**src/rtl/mem_arb.sv**
```systemverilog
// mem_arb: arbitrates an instruction-fetch port and a load/store port onto a
// single memory port, one access outstanding at a time.
// Optional build macro: MEM_ARB_ROUND_ROBIN_EN (alternate grants on conflict;
// when undefined, data always wins a simultaneous request).
module mem_arb #(
    parameter int unsigned TIMEOUT_CYCLES = 0
) (
    input  logic        clk,
    input  logic        res,
    input  logic        instr_req,
    input  logic [31:0] instr_addr,
    output logic [31:0] instr_read,
    output logic        instr_valid,
    input  logic        data_req,
    input  logic [31:0] data_addr,
    input  logic [31:0] data_write,
    input  logic        data_write_enable,
    input  logic [3:0]  data_be,
    output logic [31:0] data_read,
    output logic        data_valid,
    output logic        bus_err,
    output logic        mem_req,
    output logic        mem_we,
    output logic [31:0] mem_addr,
    output logic [31:0] mem_wdata,
    output logic [3:0]  mem_be,
    input  logic [31:0] mem_rdata,
    input  logic        mem_valid
);

    localparam int unsigned CNT_W = (TIMEOUT_CYCLES > 1) ? $clog2(TIMEOUT_CYCLES) : 1;

    typedef enum logic [1:0] {
        IDLE,
        GNT_I,
        GNT_D,
        RESP
    } state_t;

    state_t             state_q, state_d;
    logic [CNT_W-1:0]   cnt_q, cnt_d;
    logic               served_data_q, served_data_d;
    logic               err_q, err_d;
    logic [31:0]        iread_q, iread_d;
    logic [31:0]        dread_q, dread_d;
    logic               in_gnt;
    logic               timeout_fire;
    logic               done;
    logic               grant_data;
`ifdef MEM_ARB_ROUND_ROBIN_EN
    logic               last_data_q, last_data_d;
`endif

    assign in_gnt = (state_q == GNT_I) || (state_q == GNT_D);

    // Timeout fires on the last allowed grant cycle; a same-cycle mem_valid wins.
    always_comb begin
        timeout_fire = 1'b0;
        if (TIMEOUT_CYCLES != 0) begin
            timeout_fire = !mem_valid && (cnt_q == CNT_W'(TIMEOUT_CYCLES - 1));
        end
        done = mem_valid || timeout_fire;
    end

    // Arbitration between simultaneous requests.
    always_comb begin
`ifdef MEM_ARB_ROUND_ROBIN_EN
        grant_data = data_req && (!instr_req || !last_data_q);
`else
        grant_data = data_req;
`endif
    end

    // State register.
    always_ff @(posedge clk) begin
        if (res) begin
            state_q <= IDLE;
        end else begin
            state_q <= state_d;
        end
    end

    // Next-state logic.
    always_comb begin
        state_d = state_q;
        case (state_q)
            IDLE: begin
                if (grant_data) begin
                    state_d = GNT_D;
                end else if (instr_req) begin
                    state_d = GNT_I;
                end
            end
            GNT_I, GNT_D: begin
                if (done) begin
                    state_d = RESP;
                end
            end
            RESP:    state_d = IDLE;
            default: state_d = IDLE;
        endcase
    end

    // Outputs decoded from the current state.
    always_comb begin
        mem_req     = 1'b0;
        mem_we      = 1'b0;
        mem_be      = '0;
        mem_addr    = '0;
        mem_wdata   = '0;
        instr_valid = 1'b0;
        data_valid  = 1'b0;
        bus_err     = 1'b0;
        case (state_q)
            GNT_I: begin
                mem_req  = 1'b1;
                mem_addr = instr_addr;
                mem_be   = 4'hF;
            end
            GNT_D: begin
                mem_req   = 1'b1;
                mem_addr  = data_addr;
                mem_we    = data_write_enable;
                mem_be    = data_be;
                mem_wdata = data_write;
            end
            RESP: begin
                instr_valid = !served_data_q;
                data_valid  = served_data_q;
                bus_err     = err_q;
            end
            default: ;
        endcase
    end

    // Datapath next values: wait counter, response capture, grant history.
    always_comb begin
        cnt_d         = '0;
        served_data_d = served_data_q;
        err_d         = err_q;
        iread_d       = iread_q;
        dread_d       = dread_q;
        if (in_gnt && !done && (TIMEOUT_CYCLES != 0)) begin
            cnt_d = cnt_q + 1'b1;
        end
        if (in_gnt && done) begin
            served_data_d = (state_q == GNT_D);
            err_d         = timeout_fire;
            if (state_q == GNT_I) begin
                iread_d = mem_valid ? mem_rdata : '0;
            end else if (!mem_valid) begin
                dread_d = '0;
            end else if (!data_write_enable) begin
                dread_d = mem_rdata;
            end
        end
`ifdef MEM_ARB_ROUND_ROBIN_EN
        last_data_d = last_data_q;
        if (state_q == RESP) begin
            last_data_d = served_data_q;
        end
`endif
    end

    // Datapath registers.
    always_ff @(posedge clk) begin
        if (res) begin
            cnt_q         <= '0;
            served_data_q <= 1'b0;
            err_q         <= 1'b0;
            iread_q       <= '0;
            dread_q       <= '0;
`ifdef MEM_ARB_ROUND_ROBIN_EN
            last_data_q   <= 1'b0;
`endif
        end else begin
            cnt_q         <= cnt_d;
            served_data_q <= served_data_d;
            err_q         <= err_d;
            iread_q       <= iread_d;
            dread_q       <= dread_d;
`ifdef MEM_ARB_ROUND_ROBIN_EN
            last_data_q   <= last_data_d;
`endif
        end
    end

    assign instr_read = iread_q;
    assign data_read  = dread_q;

endmodule
```
**config.mk**
```make
export PLATFORM = sky130hd
export DESIGN_NAME = mem_arb
export DESIGN_NICKNAME = d
export VERILOG_FILES = /design/src/rtl/mem_arb.sv
export SDC_FILE = /design/constraint.sdc
export NUM_CORES = 1
export LEC_CHECK = 0
export CAP_MARGIN = 20
export CORE_ASPECT_RATIO = 0.8
export CORE_UTILIZATION = 29
export DETAILED_ROUTE_END_ITERATION = 7
export GPL_TIMING_DRIVEN = 0
export PLACE_DENSITY = 0.77
export SETUP_SLACK_MARGIN = 0.1
export SLEW_MARGIN = 20
export SYNTH_ARGS = -nofsm -noshare
export SYNTH_HDL_FRONTEND = slang
export SYNTH_SLANG_ARGS = --single-unit
```
**constraint.sdc**
```tcl
create_clock -name clk -period 1.65 [get_ports clk]
set_input_delay 0.33 -clock clk [delete_from_list [all_inputs] [get_ports clk]]
set_output_delay 0.33 -clock clk [all_outputs]
set_load 0.05 [all_outputs]
```
==> results of run 1 <==
-- stage by stage --
stage | power, mW | hold slack, ps | area (µm²) | utilization
after global placement | 9.12 | 442 | 6530 | 0.598
final | 13.7 | 435 | 8010 | 0.732
after global routing | 14.2 | 457 | 8010 | 0.732
after detailed placement | 9.21 | 446 | 6530 | 0.598
after CTS | 12.7 | 431 | 7500 | 0.686
after floorplan | 7.05 | 445 | 3630 | -
-- cell type report --
class | instances | area share
Multi-Input combinational cell | 324 | 0.299
Inverter | 2 | 0.00219
Sequential cell | 67 | 0.168
Tap cell | 144 | 0.0225
Clock buffer | 12 | 0.0320
Buffer | 40 | 0.0625
Clock inverter | 4 | 0.00907
Timing Repair Buffer | 300 | 0.405
-- cell usage after synthesis --
cell type	n	share of area
conb_1	1	0.0011
buf_6	3	0.010
nand4bb_1	1	0.0034
dfxtp_1	67	0.41
and2_1	35	0.067
a211o_1	1	0.0027
buf_2	19	0.029
and4bb_1	1	0.0038
a21oi_1	70	0.11
nand2b_1	1	0.0019
o31ai_1	1	0.0023
mux2i_1	2	0.0061
a22oi_1	32	0.073
nand3_1	1	0.0015
nand2_1	131	0.15
nor2_1	2	0.0023
a2111o_1	1	0.0034
ha_1	6	0.023
nor2b_1	38	0.073
inv_1	2	0.0023
clkbuf_1	13	0.015
buf_4	5	0.011
-- timing repair --
| action | CTS | global route |
|---|---|---|
| buffers inserted | 7 | 9 |
| resized for setup | 673 | 124 |
| gates cloned | 5 | 7 |
| endpoints found under the hold margin | 0 | 0 |
| pin swaps | 24 | 15 |
| endpoints found under the setup margin | 168 | 174 |
-- cell families after synthesis --
kind of cell    after synthesis  share of synthesized area
mux                           2                    0.00612
compound gates              105                      0.189
fa+ha+maj                     6                     0.0229
flops                        67                      0.410
buf+inv                      42                     0.0681
other cells                   1                    0.00115
simple gates                210                      0.303
-- metal layers --
metal,vias up,wire length (µm)
met5,-,0
met4,0,441
met3,32,985
met2,159,8660
met1,2045,6600
li1,2050,-
-- sequential cells by signal, summed over array words and instances (netlist names) --
name	count
state_q	2
served_data_q	1
data_read	32
instr_read	32
-- placed cells by master, fill, tap and decap left out, drive strengths merged, types with 2 or more instances in the layout --
cell type and instances:
dfxtp 67, clkdlybuf4s50 135, inv 2, a22oi 32
and2 35, a21oi 70, buf 123, dlygate4sd2 21
ha 6, clkbuf 34, nand2 131, mux2i 2
bufinv 2, clkdlybuf4s15 38, nor2b 38, nor2 2
-- where the power goes --
group,switching [mW],leakage [nW],internal (mW),total (mW)
Clock,0.672,0.159,1.40,2.07
Combinational,5.05,2.46,4.53,9.58
Sequential,0.163,0.544,1.86,2.02
Total,5.89,3.16,7.79,13.7
-- path summary, 6_finish.rpt --
path | to | slack, ps | from
min | state_q[1]$_SDFFE_PP0P_ | 430 | res
min reg2reg | data_read[5]$_SDFFE_PP0P_ | 450 | data_read[5]$_SDFFE_PP0P_
max reg2reg | data_read[13]$_SDFFE_PP0P_ | -170 | state_q[0]$_SDFFE_PP0P_
max | mem_addr[23] | -400 | state_q[1]$_SDFFE_PP0P_
-- critical path: stages, from the launching register on --
cell       delay, ps
dfxtp_4          400
inv_6             50
ha_4             290
buf_8            150
clkbuf_16        140
nor2b_4          180
buf_6            170
==> flow_metrics.tcl, run 1 <==
set metrics [dict create \
    cp.arrival_ps 1720 \
    placed_cells 849 \
    antenna_cells 0 \
    worst_pin_slew_ps 623 \
    cts_tree "yes" \
    vdd_drop_max_uv 1000 \
    grtUsageMet1 0.310 \
    status "complete, but fails checks" \
    path_clk_slew_ps 50 \
    violations "setup timing" \
    fillers 795 \
    gp_congestion 0.868 \
    required_ps 1320 \
    grt_start_max_net_pins 12 \
    nNetsFinal 888 \
    path_max_fanout 5 \
    worst_slack_ps -397 \
    drc 0 \
    grt_pass1_vias 4343 \
    grt_pass1_wl_um 24000 \
    hold_path.class "in2reg" \
    finalCriticalPeriod_ps 2050 \
    maxCapViolCount 0 \
    clockBufferDepth 2 \
    yosysSeqAreaShare 0.410 \
    hold_violations 0 \
    track_usage 0.270 \
    drv_slew 0 \
    use_met3 0.0678 \
    seq_area_um2 1350 \
    syn-instance-count 433 \
    syn_to_final_growth_pct 145 \
    overflow 0 \
    synth_nets 577 \
    wl_per_cell_um 18.7 \
    multi_input_area_um2 2390 \
    start_kind "flop" \
    hold_depth 3 \
    portBuffers 272 \
    finClkSkew_ps 3.49 \
    post-place-ws_ps -947 \
    drive_gt1_frac 0.409 \
    setup-violations-final 103 \
    h-tree-depth 3 \
    finalSetupTns_ps -27360 \
    clk_latency_ps 330 \
    ys_ff_latch 67 \
    rsz0062_at_grt "yes" \
    reg2regPathDepth 10 \
    dr_total_vias 4286 \
    endpoint_kind "primary output" \
    fin_crit_sh 1.24 \
    io_pins 275 \
    synth_area_um2 3270 \
    cts_buffers 9 \
    stdcell_count 893 \
    holdBufCountCts 0 \
    final_antenna_net_count 0 \
    leakagePower_nw 3.16 \
    cts_root_buf "clkbuf_16" \
    core.rowCount 34 \
    numClockSinks 67 \
    fmax_ghz 0.488 \
    dieArea_um2 11700 \
    relSlewSlack 0.585 \
    hpwlAfterDp_um 12100 \
    crit_type "reg2out" \
    synth_cell_types 22 \
    grt_busiest_layer "met2" \
    viasPerCell 4.80 \
    core-area_um2 10900 \
    yosysWarnings 0 \
    power_density_nw_per_um2 1710 \
    avgSynthCellArea_um2 7.56 \
    antenna_found_initial 0 \
    die_h_um 97.0 \
    wl_um 16700 \
    drt-initial-drc-count 232 \
    initial_utilization 0.299 \
    grt_use_met2 0.481 \
    chipWidth_um 121 \
    dr.pass1.iters 4 \
]
No activity file was read; power rests on OpenSTA's default activity.
==> run 2, diff against run 1 <==
- GPL_ROUTABILITY_DRIVEN: not set -> 0
- RECOVER_POWER: not set -> 25
- TNS_END_PERCENT: not set -> 100
==> run 2 against run 1 <==
Net effect:
- the flow still finishes with violations (setup timing)
- total power fell by 0.11%
- die area is the same
- critical endpoint unchanged
- count of clock-buffer cells in the layout is the same
- clock skew is essentially flat
- wire length shrank 0.14%
- clock power is essentially flat
- combinational power about the same
- critical path depth is the same
- setup slack barely moved
- design area fell by 0.17%
- non-clock buffer count unchanged
- critical path type unchanged
- fmax about the same
==> flow_metrics.tcl, run 2 (synthesis results as in run 1) <==
set metrics [dict create \
    drc 0 \
    numClockSinks 67 \
    setup-violations-final 109 \
    track_usage 0.270 \
    maxCapViolCount 0 \
    layout_commonest_cell "clkdlybuf4s50_1" \
    grtUsageMet1 0.310 \
    fin_hold_ws_ps 435 \
    io_pins 275 \
    status "complete, but fails checks" \
    antenna_cells 0 \
    core.rowCount 34 \
    endpoint_kind "primary output" \
    dieArea_um2 11700 \
    cts_root_buf "clkbuf_16" \
    h-tree-depth 3 \
    core-area_um2 10900 \
    dr_total_vias 4276 \
    antenna_found_initial 0 \
    dr.pass1.iters 4 \
    final_cell_mix "clkdlybuf4s50_1, nand2_1, buf_6" \
    leakagePower_nw 3.14 \
    worst_slack_ps -397 \
    worst_pin_slew_ps 636 \
    wl_um 16700 \
    path_max_fanout 5 \
    cts_tree "yes" \
    path_clk_slew_ps 50 \
    relSlewSlack 0.578 \
    grt_busiest_layer "met2" \
    drt-initial-drc-count 235 \
    required_ps 1320 \
    violations "setup timing" \
    cts_buffers 9 \
    crit_type "reg2out" \
    start_kind "flop" \
    chipWidth_um 121 \
    grt_start_max_net_pins 12 \
    overflow 0 \
    portBuffers 272 \
    design_power_total_mw 13.7 \
    grt_use_met2 0.481 \
    use_met3 0.0678 \
    fin_crit_sh 1.24 \
    placed_cells 849 \
    hold_path.class "in2reg" \
    viasPerCell 4.79 \
    placed_cell_area_um2 6530 \
    hold_violations 0 \
    hpwlAfterDp_um 12100 \
    finalCriticalPeriod_ps 2050 \
    wl_per_cell_um 18.6 \
    die_h_um 97.0 \
    vdd_drop_max_uv 1000 \
    clockBufferDepth 2 \
    cp.arrival_ps 1720 \
    finClkSkew_ps 3.39 \
    stdcell_count 893 \
    post-place-ws_ps -947 \
    drive_gt1_frac 0.401 \
    syn_to_final_growth_pct 144 \
    rsz0062_at_grt "yes" \
    fin_area_um2 7990 \
    clk_latency_ps 330 \
    fmax_ghz 0.488 \
    drv_slew 0 \
    grt_pass1_wl_um 24000 \
    power_density_nw_per_um2 1710 \
    nNetsFinal 888 \
    grt_pass1_vias 4343 \
    final_antenna_net_count 0 \
    initial_utilization 0.299 \
]
-- run 2: cell counts in the layout (fill, tap and decap cells not counted) --
No cell type changed its count.
-- run 2: area by class of cell --
type                    count  area, µm²
inverters                   2       17.5
flip-flops and latches     67       1350
multi-input cells         324       2380
well taps                 144        180
plain buffers              40        500
clock inverters             4       72.6
fillers                   800       2940
clock buffers              12        256
repair buffers            300       3230
-- run 2: worst max-delay path, stage by stage, from the launching register on --
cell,delay [ps]
dfxtp_4,400
inv_6,50
ha_4,290
buf_8,150
clkbuf_16,140
nor2b_4,180
buf_6,170
-- run 2: stage by stage --
stage,util,setup TNS [ps]
after detailed placement,0.598,-55700
final,0.731,-27430
after CTS,0.686,-22800
after global placement,0.598,-51610
after global routing,0.731,-34550
after floorplan,-,-2100
-- run 2: routing by layer --
metal  vias up  share of wire
li1       2050              -
met4         0          0.027
met2       176           0.52
met5         -              0
met3        32          0.068
met1      2018           0.39
-- run 2: repair_timing --
action	CTS	global route
hold buffers	0	0
endpoints found under the hold margin	0	0
pin swaps	24	15
endpoints found under the setup margin	168	174
setup buffers	7	9
gates resized for setup	673	124
gates cloned	5	7
-- run 2: worst paths after layout --
path                                                 from                         end  slack, ps  depth (start not counted)
worst min register to register  data_read[5]$_SDFFE_PP0P_   data_read[5]$_SDFFE_PP0P_        460                          2
worst min-delay path                                  res     state_q[1]$_SDFFE_PP0P_        430                          3
worst max-delay path              state_q[1]$_SDFFE_PP0P_                mem_addr[23]       -400                          6
worst max register to register    state_q[0]$_SDFFE_PP0P_  data_read[24]$_SDFFE_PP0P_       -160                         10
-- run 2: power breakdown --
group	switching (mW)	internal [mW]	leakage [nW]	total [mW]
Combinational	5.04	4.53	2.44	9.57
Clock	0.673	1.40	0.159	2.07
Sequential	0.163	1.86	0.544	2.02
Total	5.88	7.78	3.14	13.7
